## config.mk

```make
export PLATFORM = sky130hd
export DESIGN_NAME = alu_share_arbiter_flat
export DESIGN_NICKNAME = d
export VERILOG_FILES = /design/src/rtl/alu_share_if.sv /design/src/rtl/alu_share_arbiter.sv /design/src/flat_wrapper.sv
export SDC_FILE = /design/constraint.sdc
export NUM_CORES = 1
export LEC_CHECK = 0
export ABC_AREA = 1
export BUFFER_PORTS_ARGS = -buffer_cell sky130_fd_sc_hd__buf_4
export CAP_MARGIN = 15
export CORE_AREA = 8 8 109 135
export DETAILED_ROUTE_END_ITERATION = 7
export DIE_AREA = 0 0 117 143
export GPL_TIMING_DRIVEN = 0
export PLACE_DENSITY_LB_ADDON = 0.3
export SYNTH_ARGS = -nofsm -noshare
export SYNTH_HDL_FRONTEND = slang
export SYNTH_SLANG_ARGS = --single-unit
```

## constraint.sdc

```tcl
create_clock -name clk -period 1.3 [get_ports clk]
set_clock_uncertainty 0.2 [all_clocks]
set_input_delay 0.26 -clock clk [delete_from_list [all_inputs] [get_ports clk]]
set_output_delay 0.26 -clock clk [all_outputs]
set_load 0.1 [all_outputs]
```

## src/rtl/alu_share_if.sv

```systemverilog
// Requester-side bundle of alu_share_arbiter: request and response valid/ready handshakes.
// master = requester side, slave = arbiter side.
interface alu_share_if #(
    parameter int NREQ = 2
);
    logic [NREQ-1:0]      req_valid;
    logic [NREQ-1:0]      req_ready;
    logic [32*NREQ-1:0]   req_a;
    logic [32*NREQ-1:0]   req_b;
    logic [4*NREQ-1:0]    req_op;
    logic [NREQ-1:0]      resp_valid;
    logic [NREQ-1:0]      resp_ready;
    logic [31:0]          resp_data;
    logic [3:0]           resp_flags;

    modport master (
        output req_valid, req_a, req_b, req_op, resp_ready,
        input  req_ready, resp_valid, resp_data, resp_flags
    );

    modport slave (
        input  req_valid, req_a, req_b, req_op, resp_ready,
        output req_ready, resp_valid, resp_data, resp_flags
    );
endinterface

```

## src/rtl/alu_share_arbiter.sv

```systemverilog
// Round-robin sharing of one combinational ALU among NREQ requesters (IDLE -> EXEC -> RESP).
// Optional MULDIV_STALL_EN: ops 4'b1110/4'b1111 hold EXEC for MULDIV_CYCLES cycles.
module alu_share_arbiter #(
    parameter int NREQ          = 2,
    parameter int MULDIV_CYCLES = 4
) (
    input  logic             clk,
    input  logic             rst,
    alu_share_if.slave       bus,
    output logic [31:0]      alu_a,
    output logic [31:0]      alu_b,
    output logic [3:0]       alu_op,
    input  logic [31:0]      alu_out,
    input  logic [3:0]       alu_flags,
    output logic             busy
);
    localparam int PW = $clog2(NREQ);

    if (NREQ < 2 || NREQ > 8 || MULDIV_CYCLES < 1) begin : g_param_check
        $error("alu_share_arbiter: NREQ must be 2..8 and MULDIV_CYCLES >= 1");
    end

    typedef enum logic [1:0] {IDLE, EXEC, RESP} state_e;

    state_e          state_q, state_d;
    logic [PW-1:0]   ptr_q, ptr_d;
    logic [PW-1:0]   gnt_q, gnt_d;
    logic [31:0]     alu_a_q, alu_a_d;
    logic [31:0]     alu_b_q, alu_b_d;
    logic [3:0]      alu_op_q, alu_op_d;
    logic [31:0]     resp_data_q, resp_data_d;
    logic [3:0]      resp_flags_q, resp_flags_d;
    logic [NREQ-1:0] resp_valid_q, resp_valid_d;
    logic [NREQ-1:0] req_ready;
    logic [PW-1:0]   pick;
    logic [3:0]      pick_op;
    logic            any_valid;
    logic            exec_last;

    // First valid requester strictly after the last-served pointer, wrapping.
    function automatic logic [PW-1:0] rr_pick(input logic [NREQ-1:0] v, input logic [PW-1:0] p);
        logic [PW-1:0] sel;
        logic          found;
        sel   = '0;
        found = 1'b0;
        for (int k = 1; k <= NREQ; k++) begin
            int idx;
            idx = (int'(p) + k) % NREQ;
            if (!found && v[PW'(idx)]) begin
                sel   = PW'(idx);
                found = 1'b1;
            end
        end
        return sel;
    endfunction

    function automatic logic [NREQ-1:0] onehot(input logic [PW-1:0] i);
        return {{(NREQ-1){1'b0}}, 1'b1} << i;
    endfunction

    assign any_valid = |bus.req_valid;
    assign pick      = rr_pick(bus.req_valid, ptr_q);
    assign pick_op   = bus.req_op[{pick, 2'b00} +: 4];

`ifdef MULDIV_STALL_EN
    localparam int CW = $clog2(MULDIV_CYCLES + 1);

    logic [CW-1:0] cnt_q, cnt_d;

    always_comb begin
        cnt_d = cnt_q;
        if (state_q == IDLE && any_valid) begin
            cnt_d = (pick_op[3:1] == 3'b111) ? CW'(MULDIV_CYCLES - 1) : '0;
        end else if (state_q == EXEC && cnt_q != '0) begin
            cnt_d = cnt_q - CW'(1);
        end
    end

    always_ff @(posedge clk) begin
        if (rst) cnt_q <= '0;
        else     cnt_q <= cnt_d;
    end

    assign exec_last = (cnt_q == '0);
`else
    assign exec_last = 1'b1;
`endif

    always_comb begin
        state_d      = state_q;
        ptr_d        = ptr_q;
        gnt_d        = gnt_q;
        alu_a_d      = alu_a_q;
        alu_b_d      = alu_b_q;
        alu_op_d     = alu_op_q;
        resp_data_d  = resp_data_q;
        resp_flags_d = resp_flags_q;
        resp_valid_d = resp_valid_q;
        req_ready    = '0;
        case (state_q)
            IDLE: begin
                if (any_valid) begin
                    req_ready = onehot(pick);
                    gnt_d     = pick;
                    alu_a_d   = bus.req_a[{pick, 5'b00000} +: 32];
                    alu_b_d   = bus.req_b[{pick, 5'b00000} +: 32];
                    alu_op_d  = pick_op;
                    state_d   = EXEC;
                end
            end
            EXEC: begin
                if (exec_last) begin
                    resp_data_d  = alu_out;
                    resp_flags_d = alu_flags;
                    resp_valid_d = onehot(gnt_q);
                    state_d      = RESP;
                end
            end
            RESP: begin
                // Only the granted requester's resp_ready matters.
                if (bus.resp_ready[gnt_q]) begin
                    resp_valid_d = '0;
                    ptr_d        = gnt_q;
                    state_d      = IDLE;
                end
            end
            default: state_d = IDLE;
        endcase
    end

    always_ff @(posedge clk) begin
        if (rst) begin
            state_q      <= IDLE;
            ptr_q        <= PW'(NREQ - 1);
            gnt_q        <= '0;
            alu_a_q      <= '0;
            alu_b_q      <= '0;
            alu_op_q     <= '0;
            resp_data_q  <= '0;
            resp_flags_q <= '0;
            resp_valid_q <= '0;
        end else begin
            state_q      <= state_d;
            ptr_q        <= ptr_d;
            gnt_q        <= gnt_d;
            alu_a_q      <= alu_a_d;
            alu_b_q      <= alu_b_d;
            alu_op_q     <= alu_op_d;
            resp_data_q  <= resp_data_d;
            resp_flags_q <= resp_flags_d;
            resp_valid_q <= resp_valid_d;
        end
    end

    assign bus.req_ready  = req_ready;
    assign bus.resp_valid = resp_valid_q;
    assign bus.resp_data  = resp_data_q;
    assign bus.resp_flags = resp_flags_q;
    assign alu_a          = alu_a_q;
    assign alu_b          = alu_b_q;
    assign alu_op         = alu_op_q;
    assign busy           = (state_q != IDLE);
endmodule
```

## src/flat_wrapper.sv

```systemverilog
// flat-port wrapper written by rule: the top's interface ports become plain ports
module alu_share_arbiter_flat 
#(
    parameter int NREQ          = 2,
    parameter int MULDIV_CYCLES = 4
)
  (clk, rst, alu_a, alu_b, alu_op, alu_out, alu_flags, busy, bus_req_valid, bus_req_a, bus_req_b, bus_req_op, bus_resp_ready, bus_req_ready, bus_resp_valid, bus_resp_data, bus_resp_flags);
  alu_share_if #(.NREQ(NREQ)) bus_i ();
  input  logic clk;
  input  logic rst;
  output logic [31:0] alu_a;
  output logic [31:0] alu_b;
  output logic [3:0] alu_op;
  input  logic [31:0] alu_out;
  input  logic [3:0] alu_flags;
  output logic busy;
  input wire logic [$bits(bus_i.req_valid)-1:0] bus_req_valid;
  input wire logic [$bits(bus_i.req_a)-1:0] bus_req_a;
  input wire logic [$bits(bus_i.req_b)-1:0] bus_req_b;
  input wire logic [$bits(bus_i.req_op)-1:0] bus_req_op;
  input wire logic [$bits(bus_i.resp_ready)-1:0] bus_resp_ready;
  output wire logic [$bits(bus_i.req_ready)-1:0] bus_req_ready;
  output wire logic [$bits(bus_i.resp_valid)-1:0] bus_resp_valid;
  output wire logic [$bits(bus_i.resp_data)-1:0] bus_resp_data;
  output wire logic [$bits(bus_i.resp_flags)-1:0] bus_resp_flags;
  assign bus_i.req_valid = bus_req_valid;
  assign bus_i.req_a = bus_req_a;
  assign bus_i.req_b = bus_req_b;
  assign bus_i.req_op = bus_req_op;
  assign bus_i.resp_ready = bus_resp_ready;
  assign bus_req_ready = bus_i.req_ready;
  assign bus_resp_valid = bus_i.resp_valid;
  assign bus_resp_data = bus_i.resp_data;
  assign bus_resp_flags = bus_i.resp_flags;
  alu_share_arbiter #(.NREQ(NREQ), .MULDIV_CYCLES(MULDIV_CYCLES)) u_core (.clk(clk), .rst(rst), .bus(bus_i), .alu_a(alu_a), .alu_b(alu_b), .alu_op(alu_op), .alu_out(alu_out), .alu_flags(alu_flags), .busy(busy));
endmodule
```

## Yosys cells after proc, flatten, opt, wreduce, memory -nomap -nowiden

Index checks and enable logic that the tools add are counted.

- Word-level logic and storage cells: 48
- Output and inout port bits: 109
- Register bits: 110
- Memory bits (read-only): 0
- Input bits: 178
- RAM bits: 0
- Memories: 0
- Latch bits: 0

- Bitwise operators: 0
- $mul: 0
- Divide/modulo/power cells: 0
- Reduce and logical (&&, ||, !) cells: 10
- Shift operators: 5
- Order comparisons: 3
- Mux-type cells: 15
- $add $sub $neg: 2
- Equal/unequal tests: 4

Operators by type and width:

| kind | number |
|---|---|
| 64-bit by 7-bit indexed part select with 32-bit output | 2 |
| 1-bit 2-to-1 mux | 9 |
| 2-bit 2-to-1 mux | 4 |
| 2-bit AND reduction | 4 |
| 8-bit by 4-bit indexed part select with 4-bit output | 1 |
| 1-bit by 3-bit < comparator with 1-bit output, second input constant | 2 |
| 2-bit one-hot mux with 3 select lines | 1 |
| 2-bit by 1-bit != test with 1-bit output, second input constant | 2 |
| 2-bit one-hot mux with 2 select lines | 1 |
| 2-bit nonzero test | 2 |
| 1-bit by 1-bit << shifter with 2-bit output, first input constant | 2 |
| 1-bit adder, second input constant | 2 |
| 2-bit by 1-bit == test with 1-bit output, second input constant | 1 |
| 2-bit == test, second input constant | 1 |
| 2-bit zero test | 1 |
| 1-bit by 2-bit < comparator with 1-bit output, second input constant | 1 |
| 2-bit OR reduction | 1 |
| 1-bit logical AND | 1 |
| 1-bit zero test | 1 |

## Longest topological paths before layout

Gate-level depths: netlist of run 1.

- Depth after elaboration: 11
- Depth in mapped cells: 8
- Gate-level depth less buffers: 6

## Least setup slack after synthesis of run 1

Ideal clock, no wire load.

- Path type: input port to output port
- Start: in bus_req_valid[0]
- End: out bus_req_ready[0]
- Required time: 840 ps
- Arrival: 2,121 ps
- Setup slack: -1,281 ps
- Buffers on the path: 3
- Stages on the path: 6
- Cells stage by stage: buf_4 > nand2_2 > buf_2 > buf_6 > inv_1 > nor2_1

- Cells in the longest elaborated chain, start to end: 9
- Elaborated cells between the ends (all ways): 13
- Classes of those cells: 1 x shift; 9 x mux; 3 x reduce/logical

Ends and longest elaborated chain:

| element | RTL line | source |
|---|---|---|
| start: declaration | flat_wrapper.sv:17 | `input wire logic [$bits(bus_i.req_valid)-1:0] bus_req_valid;` |
| 1-bit 2-to-1 mux (implied by the code) (2 in series) | alu_share_arbiter.sv:49 | `if (!found && v[PW'(idx)]) begin` |
| 1-bit 2-to-1 mux | alu_share_arbiter.sv:49 |  |
| 1-bit zero test | alu_share_arbiter.sv:49 |  |
| 1-bit logical AND | alu_share_arbiter.sv:49 |  |
| 1-bit 2-to-1 mux | alu_share_arbiter.sv:49 |  |
| 1-bit by 1-bit << shifter with 2-bit output | alu_share_arbiter.sv:58 | `return {{(NREQ-1){1'b0}}, 1'b1} << i;` |
| 2-bit 2-to-1 mux * | alu_share_arbiter.sv:102 | `if (any_valid) begin` |
| 2-bit 2-to-1 mux * | alu_share_arbiter.sv:100 | `case (state_q)` |
| end: declaration | flat_wrapper.sv:22 | `output wire logic [$bits(bus_i.req_ready)-1:0] bus_req_ready;` |

Mark *: on every way between the ends. The rest lies on a longest branch, timed or not. The select of a mux whose other input is x is not followed.

## Worst setup path in the final report of run 1

- Start: reg u_core.ptr_q
- End: out bus_req_ready[1]

- Cells in the longest elaborated chain, start to end: 6
- Elaborated cells between the ends (all ways): 7
- Classes of those cells: 2 x add/sub; 1 x shift; 4 x mux

Ends and longest elaborated chain:

| element | RTL line | source |
|---|---|---|
| start: declaration | alu_share_arbiter.sv:26 | `logic [PW-1:0] ptr_q, ptr_d;` |
| start signal: assignment | alu_share_arbiter.sv:134 | `ptr_q <= PW'(NREQ - 1);` |
| start signal: assignment | alu_share_arbiter.sv:144 | `ptr_q <= ptr_d;` |
| 1-bit adder | alu_share_arbiter.sv:48 | `idx = (int'(p) + k) % NREQ;` |
| 1-bit 2-to-1 mux | alu_share_arbiter.sv:49 |  |
| 1-bit 2-to-1 mux * | alu_share_arbiter.sv:49 |  |
| 1-bit by 1-bit << shifter with 2-bit output * | alu_share_arbiter.sv:58 |  |
| 2-bit 2-to-1 mux * | alu_share_arbiter.sv:102 |  |
| 2-bit 2-to-1 mux * | alu_share_arbiter.sv:100 |  |

Mark *: on every way between the ends. The rest lies on a longest branch, timed or not.

==> results by group, run 1 <==
Outcome
  – Outcome: finished with violations
  – Failing checks: negative setup slack

Yosys
  – FFs w/ async S/R, synth: 0%
  – Synthesized area per cell: 6.83 µm²
  – #FFs+latches synth: 110
  – Yosys warning total: 0
  – Syn Inst Count: 720
  – Synth Flop Type: dfxtp_1
  – Ranking of synthesized cells by area: dfxtp_1, nand2_1, nand3_1
  – Leading cell types by count after synthesis: nand2_1, dfxtp_1, nor2_1, nand3_1, a21oi_1
  – Most numerous cell in the Yosys netlist: nand2_1
  – Number of synthesized flops with an enable pin: 0
  – Sequential fraction of the synthesis area: 44.8%
  – Dominant cell type by area after synthesis: dfxtp_1
  – Top cell type's share of synthesized area: 44.8%
  – Distinct cells, synth: 20
  – Synth Cell Area: 4920 µm²
  – Net Count, Synth: 898

Setup path
  – Critical Path RT: 0.84 ns
  – R2R depth: 9
  – Critical path's top delay family: buffers and inverters
  – CP Capture Type: output pin
  – Setup CP Type: reg -> out
  – Critical Path, Cell by Cell: inv_4, nand2_8, buf_8, buf_8, inv_6, nand2_4, clkinvlp_4, buf_12
  – Worst path buffer plus inverter count: 6
  – Worst EP arrival: 1.42 ns
  – Critical Path Start Type: register
  – CP peak stage delay: 0.35 ns
  – CP max stage cell: dfxtp_2
  – Crit Path Max Fanout: 2
  – CP dominant cell by count: buf_8
  – Critical path depth: 8

Floorplanning
  – Die H: 143 µm
  – FP Rows: 46
  – Die area: 16700 µm²
  – Initial Util: 39.2%
  – Die width: 117 µm
  – Ports: 287
  – CORE AREA: 12500 µm²

Route
  – Final wirelength: 29200 µm
  – Via count: 6948
  – Initial DRC count: 540
  – Met2 wire len: 14600 µm
  – Antenna Nets Post-Route: 0
  – Via density per instance: 5.38
  – Highest metal used: met5
  – Wire per inst: 22.6 µm
  – M1 WL: 10200 µm
  – DRC: 0
  – Drt first pass iters: 7
  – Met3 WL: 3180 µm

Clock network
  – Clk root buf: clkbuf_16
  – CTS Sinks: 110
  – H-Tree Depth: 3
  – Num CTS Buffers: 9
  – CTS max path bufs: 2
  – Clk slew on worst S/H paths: 0.08 ns
  – TritonCTS clock tree: done
  – Worst skew pair latency: 0.35 ns

Worst hold path
  – HP Class: in -> reg
  – Hold depth: 5

Finish
  – Nets: 1295
  – FF/Latch Area: 2400 µm²
  – Layout Cells excl Fill: 1291
  – Area Overhead vs Synth: 124%
  – Share of cells above drive strength 1: 60.1%
  – Post-layout util: 87.7%
  – Multi-input logic area: 2940 µm²
  – Post-route cell area: 11000 µm²
  – Fill cells: 585

STA
  – Fmax achieved: 531 MHz
  – Minimum clock period: 1.88 ns
  – Final Setup Violations: 218
  – Setup TNS: -40.73 ns
  – Worst hold margin: 0.0358 ns
  – Final Max Tran Viols: 0
  – Final Hold Fails: 0
  – Slew margin rel.: 41.4%
  – Final period utilization: 145%
  – Pin slew with the least headroom to its limit: 0.879 ns
  – Final worst setup slack: -0.582 ns
  – RSZ-0062 raised after global routing: true

Global route
  – Largest net degree at the start of global routing: 19
  – First-pass GRT wire length: 38500 µm
  – Vias in the first global route: 7003
  – Total track usage: 30.1%
  – Gr ovfl total: 0
  – Initial antenna violation count: 2

Placed design
  – I/O Buffers: 284
  – Post-DP HPWL: 15000 µm
  – Placed instance count: 1172
  – Pre-CTS setup slack: -0.532 ns
  – Dpl cell area: 7450 µm²
  – GP Congestion: 0.829

Power and ir drop
  – Pwr Density: 1240 nW/µm²
  – Tot Pwr: 13.6 mW
  – VDD IR max: 0.000685 V
  – Leakage power total: 4.94 nW

Run
  – Maxcap violations: 0
routing by layer:
layer	track usage, %	vias up
met2	52.4	455
met3	9.85	99
met4	14.6	2
li1	-	3091
met5	0	-
met1	31.8	3301
worst register-to-register path, cell delays in order (launching register included):
cell     delay (ns)
dfxtp_4        0.37
nor2_4         0.17
buf_6          0.15
inv_2          0.06
nor2_4         0.13
buf_8          0.16
buf_12         0.11
buf_16         0.11
nand2_2        0.07
a21oi_2        0.17
state kept, by name, indices dropped and copies added (netlist names):
signal	flops
u_core.alu_a	32
u_core.alu_op	4
u_core.ptr_q	1
u_core.bus.resp_data	32
u_core.gnt_q	1
u_core.bus.resp_flags	4
u_core.alu_b	32
u_core.state_q	2
u_core.bus.resp_valid	2
layout make-up:
| type | count | share of cell area (%) |
|---|---|---|
| antenna | 1 | 0.0227 |
| buffer | 55 | 4.22 |
| clock buffer | 9 | 2.05 |
| clock inverter | 7 | 0.648 |
| inverter | 10 | 0.443 |
| multi-input combinational | 544 | 26.7 |
| sequential | 110 | 21.8 |
| tap | 168 | 1.91 |
| timing repair buffer | 387 | 42.2 |
cells in the final DEF (no fill, tap or decap), drive strengths merged:
master,count
clkbuf,26
diode,1
nand2,284
clkinv,4
dlymetal6s4s,1
a21oi,72
buf,388
nor2,80
nand3,71
bufinv,1
dlygate4sd3,36
o21ai,37
dfxtp,110
inv,11
clkinvlp,1
logic make-up after synthesis:
| family | share of synthesized area (%) |
|---|---|
| AOI/OAI and AO/OA | 11.8 |
| buffers and inverters | 7.00 |
| DFF | 44.8 |
| and+or+nand+nor | 36.4 |
final timing paths:
| kind | from | endpoint | slack, ns |
|---|---|---|---|
| max | u_core.ptr_q | bus_req_ready[1] | -0.58 |
| min | bus_req_a[28] | u_core.alu_a[28] | 0.04 |
| max reg2reg | u_core.state_q[0] | u_core.alu_b[28] | -0.50 |
| min reg2reg | u_core.alu_a[20] | u_core.alu_a[20] | 0.29 |
report_power, final:
part / switching, mW / internal, mW
combinational: 3.93 / 2.62
clock: 1.41 / 1.51
sequential: 0.396 / 3.75
repair_timing:
item                                    in CTS  in global routing
endpoints found under the setup margin     210                218
gates resized for setup                    448                169
cloned                                      10                  2
hold buffers                                37                  0
endpoints found under the hold margin       37                  0
setup buffers                               32                 30
pin swaps                                   24                 37
(Power assumes the default switching activity.)
==> inputs of run 2 (changes only) <==
--- a/config.mk
+++ b/config.mk
@@ -6,11 +6,12 @@
 export NUM_CORES = 1
 export LEC_CHECK = 0
 export ABC_AREA = 1
-export BUFFER_PORTS_ARGS = -buffer_cell sky130_fd_sc_hd__buf_4
+export BUFFER_PORTS_ARGS = -buffer_cell sky130_fd_sc_hd__buf_2
 export CAP_MARGIN = 15
 export CORE_AREA = 8 8 109 135
 export DETAILED_ROUTE_END_ITERATION = 7
 export DIE_AREA = 0 0 117 143
+export GPL_ROUTABILITY_DRIVEN = 0
 export GPL_TIMING_DRIVEN = 0
 export PLACE_DENSITY_LB_ADDON = 0.3
 export SYNTH_ARGS = -nofsm -noshare
==> run 2 against run 1 <==
The run still ends with negative setup slack left. Non-clock buffer count decreased by 9. Maximum frequency decreased by 1.4%. Core utilization decreased by 3.5 points. Clock-buffer cell count increased by 1. Power about the same. Register-to-register slack got worse by 0.11 ns. Sequential cell count unchanged. First-iteration DRC count decreased by 20%. Critical path type is now reg -> reg.
==> results by group, run 2 (synthesis gave the netlist of run 1 again) <==
Route
  – Via count: 6839 (was 6948)
  – Drt first pass iters: 6 (was 7)
  – Initial DRC count: 432 (was 540)
  – Antenna Nets Post-Route: 0 (unchanged)
  – Via density per instance: 5.33 (was 5.38)
  – DRC: 0 (unchanged)
  – Final wirelength: 28600 µm (was 29200 µm)
  – Wire per inst: 22.3 µm (was 22.6 µm)

STA
  – Fmax achieved: 524 MHz (was 531 MHz)
  – Final Setup Violations: 217 (was 218)
  – Final Max Tran Viols: 0 (unchanged)
  – RSZ-0062 raised after global routing: true (unchanged)
  – Final Hold Fails: 0 (unchanged)
  – Final worst setup slack: -0.608 ns (was -0.582 ns)
  – Pin slew with the least headroom to its limit: 0.922 ns (was 0.879 ns)
  – Slew margin rel.: 38.5% (was 41.4%)
  – Minimum clock period: 1.91 ns (was 1.88 ns)
  – Worst hold margin: 0.0314 ns (was 0.0358 ns)
  – Final period utilization: 147% (was 145%)

Clock network
  – Clk slew on worst S/H paths: 0.08 ns (about the same)
  – Worst skew pair latency: 0.34 ns (was 0.35 ns)
  – CTS max path bufs: 2 (unchanged)
  – CTS Sinks: 110 (unchanged)
  – TritonCTS clock tree: done (unchanged)
  – Num CTS Buffers: 9 (unchanged)
  – H-Tree Depth: 3 (unchanged)
  – Clk root buf: clkbuf_16 (unchanged)

Finish
  – Most common cell after layout, fill and taps aside: nand2_1 (unchanged)
  – Fill cells: 688 (was 585)
  – Share of cells above drive strength 1: 59.8% (was 60.1%)
  – Commonest cells after routing, fill and taps aside: nand2_1, buf_2, buf_12 (was nand2_1, buf_4, buf_12)
  – Area Overhead vs Synth: 115% (was 124%)
  – Post-layout util: 84.2% (was 87.7%)
  – Nets: 1286 (was 1295)
  – Post-route cell area: 10600 µm² (was 11000 µm²)

Floorplanning
  – Die width: 117 µm (unchanged)
  – Die H: 143 µm (unchanged)
  – FP Rows: 46 (unchanged)
  – Initial Util: 39.2% (unchanged)
  – Die area: 16700 µm² (unchanged)
  – CORE AREA: 12500 µm² (unchanged)
  – Ports: 287 (unchanged)

Run
  – Maxcap violations: 0 (unchanged)

Setup path
  – CP peak stage delay: 0.36 ns (was 0.35 ns)
  – Critical Path Start Type: register (unchanged)
  – Crit Path Max Fanout: 6 (was 2)
  – Critical path's top delay family: buffers and inverters (unchanged)
  – Worst path buffer plus inverter count: 5 (was 6)
  – Critical Path, Cell by Cell: nor2_4, buf_6, inv_2, nor2_4, buf_8, buf_12, bufbuf_16, nand2_2, a21oi_2 (was inv_4, nand2_8, buf_8, buf_8, inv_6, nand2_4, clkinvlp_4, buf_12)
  – Setup CP Type: reg -> reg (was reg -> out)
  – Worst EP arrival: 1.98 ns (was 1.42 ns)
  – Critical Path RT: 1.37 ns (was 0.84 ns)
  – CP Capture Type: register (was output pin)
  – CP dominant cell by count: nor2_4 (was buf_8)
  – CP max stage cell: dfxtp_4 (was dfxtp_2)

Global route
  – Largest net degree at the start of global routing: 19 (unchanged)
  – Gr ovfl total: 0 (unchanged)
  – Initial antenna violation count: 2 (unchanged)
  – Total track usage: 29.7% (was 30.1%)
  – First-pass GRT wire length: 37800 µm (was 38500 µm)
  – Vias in the first global route: 6896 (was 7003)

Placed design
  – Dpl cell area: 6740 µm² (was 7450 µm²)
  – I/O Buffers: 284 (unchanged)
  – Post-DP HPWL: 14700 µm (was 15000 µm)

Power and ir drop
  – Leakage power total: 4.74 nW (was 4.94 nW)
  – VDD IR max: 0.000891 V (was 0.000685 V)
  – Pwr Density: 1290 nW/µm² (was 1240 nW/µm²)

Outcome
  – Failing checks: negative setup slack (unchanged)
  – Outcome: finished with violations (unchanged)

Worst hold path
  – HP Class: in -> reg (unchanged)
run 2: cell type report:
class / instances / area [µm²] / share of cell area [%]
clock buffers: 10 / 239 / 2.26
inverters: 10 / 56.3 / 0.533
well taps: 168 / 210 / 1.99
plain buffers: 56 / 480 / 4.55
flip-flops and latches: 110 / 2400 / 22.7
clock inverters: 6 / 92.6 / 0.876
multi-input cells: 544 / 2960 / 28.0
repair buffers: 377 / 4130 / 39.1
diodes: 1 / 2.50 / 0.0237
run 2: metal layers:
metal / part of all wire (%) / GRT usage (%) / wire, µm
met1: 35 / 30.7 / 9930
met2: 50 / 52.8 / 14300
met5: 0.045 / 0 / 13
met3: 11 / 11.2 / 3150
met4: 4.3 / 11.1 / 1220
run 2: tightest hold or removal path, delay by kind of cell:
| family | cells | cell delay, ns |
|---|---|---|
| and+or+nand+nor | 3 | 0.15 |
| AOI/OAI and AO/OA | 1 | 0.04 |
| buffers and inverters | 1 | 0.09 |
run 2: worst paths after layout:
path	start	depth (start not counted)	to	slack [ns]
worst max-delay path	u_core.state_q[0]	9	u_core.alu_b[27]	-0.61
worst min-delay path	bus_req_op[1]	5	u_core.alu_op[1]	0.03
worst max register to register	u_core.state_q[0]	9	u_core.alu_b[27]	-0.61
worst min register to register	u_core.alu_a[6]	2	u_core.alu_a[6]	0.29
run 2: timing repair:
| action | in CTS | in global routing |
|---|---|---|
| setup buffers | 29 | 22 |
| hold buffers | 36 | 0 |
| pin swaps | 17 | 21 |
| setup endpoints to repair | 210 | 218 |
| gates cloned | 11 | 0 |
| resized for setup | 560 | 148 |
| hold endpoints to repair | 36 | 0 |
run 2: metrics by stage:
step | instances | TNS (ns) | total power, mW | worst slack (ns)
after detailed placement | 1172 | -26.36 | 8.10 | -0.681
final | 1282 | -43.25 | 13.6 | -0.608
after CTS | 1264 | -47.80 | 13.0 | -0.588
after global routing | 1282 | -50.88 | 14.0 | -0.642
after global placement | 1172 | -25.09 | 8.06 | -0.678
after floorplan | 720 | -18.51 | 7.21 | -0.384
run 2: report_power, final:
part           total [mW]  internal, mW  switching [mW]
sequential           4.13          3.74           0.388
combinational        6.38          2.48            3.90
clock                3.09          1.76            1.34
total                13.6          7.98            5.62
==> inputs of run 3 (changes only) <==
--- a/config.mk
+++ b/config.mk
@@ -6,6 +6,7 @@
 export NUM_CORES = 1
 export LEC_CHECK = 0
 export ABC_AREA = 1
+export ABC_CLOCK_PERIOD_IN_PS = 1700
 export BUFFER_PORTS_ARGS = -buffer_cell sky130_fd_sc_hd__buf_2
 export CAP_MARGIN = 15
 export CORE_AREA = 8 8 109 135
==> constraint.sdc (replaced) <==
create_clock -name clk -period 1.7 [get_ports clk]
set_clock_uncertainty 0.2 [all_clocks]
set_input_delay 0.34 -clock clk [delete_from_list [all_inputs] [get_ports clk]]
set_output_delay 0.34 -clock clk [all_outputs]
set_load 0.1 [all_outputs]
==> run 3 against run 2 <==
The flow still finishes with violations (negative setup slack). Critical path depth shrank 2. Register-to-register slack better by 0.59 ns. Die area is the same. Clock power decreased by 32%. Non-clock buffer count decreased by 83.
==> results by group, run 3 (synthesis gave the netlist of run 1 again) <==
Route
  – Initial DRC count: 254 (was 432)
  – Final wirelength: 18500 µm (was 28600 µm)
  – DRC: 0 (unchanged)
  – Via density per instance: 4.69 (was 5.33)
  – Wire per inst: 15.4 µm (was 22.3 µm)
  – Antenna Nets Post-Route: 0 (unchanged)
  – Via count: 5621 (was 6839)
  – Drt first pass iters: 5 (was 6)

Clock network
  – Clk root buf: clkbuf_16 (unchanged)
  – CTS Sinks: 110 (unchanged)
  – Clk slew on worst S/H paths: 0.07 ns (was 0.08 ns)
  – Post-CTS Hold Buffers: 0 (was 36)
  – Num CTS Buffers: 9 (unchanged)
  – H-Tree Depth: 3 (unchanged)
  – TritonCTS clock tree: done (unchanged)
  – Worst skew pair latency: 0.34 ns (about the same)
  – CTS max path bufs: 2 (unchanged)

Global route
  – Met2 usage: 36.7% (was 52.8%)
  – Met1 Resource Use GR: 24.1% (was 30.7%)
  – Gr ovfl total: 0 (unchanged)
  – GR Util met3: 7.06% (was 11.2%)
  – Vias in the first global route: 5484 (was 6896)
  – Grt peak-use layer: met2 (unchanged)
  – First-pass GRT wire length: 27800 µm (was 37800 µm)
  – Initial antenna violation count: 2 (unchanged)
  – Largest net degree at the start of global routing: 19 (unchanged)
  – Total track usage: 21.3% (was 29.7%)

Floorplanning
  – Die width: 117 µm (unchanged)
  – CORE AREA: 12500 µm² (unchanged)
  – Ports: 287 (unchanged)
  – Die H: 143 µm (unchanged)
  – Initial Util: 39.2% (unchanged)
  – FP Rows: 46 (unchanged)
  – Die area: 16700 µm² (unchanged)

Finish
  – Area Overhead vs Synth: 45.2% (was 115%)
  – Most common cell after layout, fill and taps aside: buf_2 (was nand2_1)
  – Nets: 1203 (was 1286)
  – Fill cells: 1302 (was 688)
  – Multi-input logic area: 2420 µm² (was 2960 µm²)
  – Commonest cells after routing, fill and taps aside: buf_2, nand2_1, dfxtp_1 (was nand2_1, buf_2, buf_12)
  – Post-layout util: 56.9% (was 84.2%)
  – Share of cells above drive strength 1: 38.6% (was 59.8%)
  – FF/Latch Area: 2210 µm² (was 2400 µm²)

Power and ir drop
  – Sw Share: 43.4% (was 41.3%)
  – VDD IR max: 0.000525 V (was 0.000891 V)
  – Logic gate share of total power: 39.3% (was 46.9%)
  – Tot Pwr: 8.29 mW (was 13.6 mW)
  – P_int: 4.69 mW (was 7.98 mW)
  – Pwr Density: 1160 nW/µm² (was 1290 nW/µm²)
  – Sw power: 3.60 mW (was 5.62 mW)
  – Clock Power Share: 25.3% (was 22.7%)
  – Sequential Power Share: 35.4% (was 30.4%)
  – Leakage power total: 3.77 nW (was 4.74 nW)

STA
  – Final Max Tran Viols: 0 (unchanged)
  – Setup TNS: -0.397 ns (was -43.25 ns)
  – Slew margin rel.: 57.5% (was 38.5%)
  – Final Setup Violations: 4 (was 217)
  – Fmax achieved: 544 MHz
  – Pin slew with the least headroom to its limit: 0.637 ns (was 0.922 ns)
  – Final Hold Fails: 0 (unchanged)
  – RSZ-0062 raised after global routing: true (unchanged)
  – Final worst setup slack: -0.140 ns (was -0.608 ns)
  – Final period utilization: 108%
  – Minimum clock period: 1.84 ns

Worst hold path
  – HP Class: in -> reg (unchanged)

Setup path
  – Worst EP arrival: 1.30 ns (was 1.98 ns)
  – Critical Path, Cell by Cell: inv_4, nand2_8, buf_12, inv_8, nand2_4, clkinvlp_4, buf_12 (was nor2_4, buf_6, inv_2, nor2_4, buf_8, buf_12, bufbuf_16, nand2_2, a21oi_2)
  – CP peak stage delay: 0.34 ns (was 0.36 ns)
  – Flop2flop setup slack: -0.02 ns (was -0.61 ns)
  – Setup CP Type: reg -> out (was reg -> reg)
  – CP dominant cell by count: buf_12 (was nor2_4)
  – Crit Path Max Fanout: 3 (was 6)
  – Critical Path Start Type: register (unchanged)
  – Critical Path RT: 1.16 ns (was 1.37 ns)
  – CP max stage cell: dfxtp_2 (was dfxtp_4)
  – CP Capture Type: output pin (was register)

Outcome
  – Outcome: finished with violations (unchanged)
  – Failing checks: negative setup slack (unchanged)

Placed design
  – I/O Buffers: 284 (unchanged)
  – Post-DP HPWL: 14700 µm (about the same)

Run
  – Maxcap violations: 0 (unchanged)
==> run 3: cell types whose count changed in the layout (fill, tap and decap cells not counted), moves of 22 or more <==
cell,delta
nor2_2,-26
buf_12,-115
dlygate4sd3_1,-36
nor2_4,-38
a21oi_1,+39
a21oi_2,-38
dfxtp_4,-22
nor2_1,+64
dfxtp_1,+107
dfxtp_2,-85
buf_2,+95
==> run 3: repair_timing <==
action	in CTS	in global routing
gates cloned	0	0
pin swaps	3	2
buffers inserted	7	6
endpoints found under the setup margin	16	75
endpoints found under the hold margin	0	0
resized for setup	29	42
==> run 3: metrics by stage <==
stage / area [µm²] / setup slack, ns / hold WS [ns] / std cells
2_1_floorplan: 4960 / -0.117 / 0.249 / 720
3_3_place_gp: 6590 / -0.364 / 0.243 / 1172
3_5_place_dp: 6590 / -0.392 / 0.247 / 1172
4_1_cts: 7010 / -0.159 / 0.0149 / 1191
5_1_grt: 7140 / -0.195 / 0.0149 / 1199
6_report: 7140 / -0.140 / 0.0211 / 1199
==> run 3: area by class of cell <==
class	instances	area share, %
sequential	110	30.9
inverter	10	0.718
timing repair buffer	297	22.4
multi-input combinational	544	33.9
antenna	2	0.0701
buffer	53	4.94
tap	168	2.94
clock buffer	10	3.35
clock inverter	5	0.701
==> run 3: worst max-delay path, delay by kind of cell, from the launching register on <==
| kind | cells | cell delay [ns] |
|---|---|---|
| buf+inv | 5 | 0.50 |
| simple gates | 2 | 0.11 |
| flops | 1 | 0.34 |
==> run 3: routing by layer <==
metal / wire length [µm] / vias up
met5: 0 / -
met4: 259 / 0
met3: 1840 / 17
met2: 8990 / 233
met1: 7380 / 2465
li1: - / 2906
==> run 3: power by group through the flow <==
stage,clock (mW),combinational (mW),sequential (mW)
after CTS,2.13,3.21,2.93
after floorplan,0,0.768,4.67
after detailed placement,0,3.15,2.99
after global routing,2.25,3.43,2.96
final,2.10,3.26,2.93
after global placement,0,3.14,2.98
==> run 3: worst paths after layout <==
check / start / to / cells past startpoint
worst max-delay path: u_core.ptr_q / bus_req_ready[1] / 7
worst min-delay path: alu_flags[1] / u_core.bus.resp_flags[1] / 3
worst max register to register: u_core.state_q[0] / u_core.alu_b[20] / 8
worst min register to register: u_core.bus.resp_valid[0] / u_core.bus.resp_valid[0] / 2
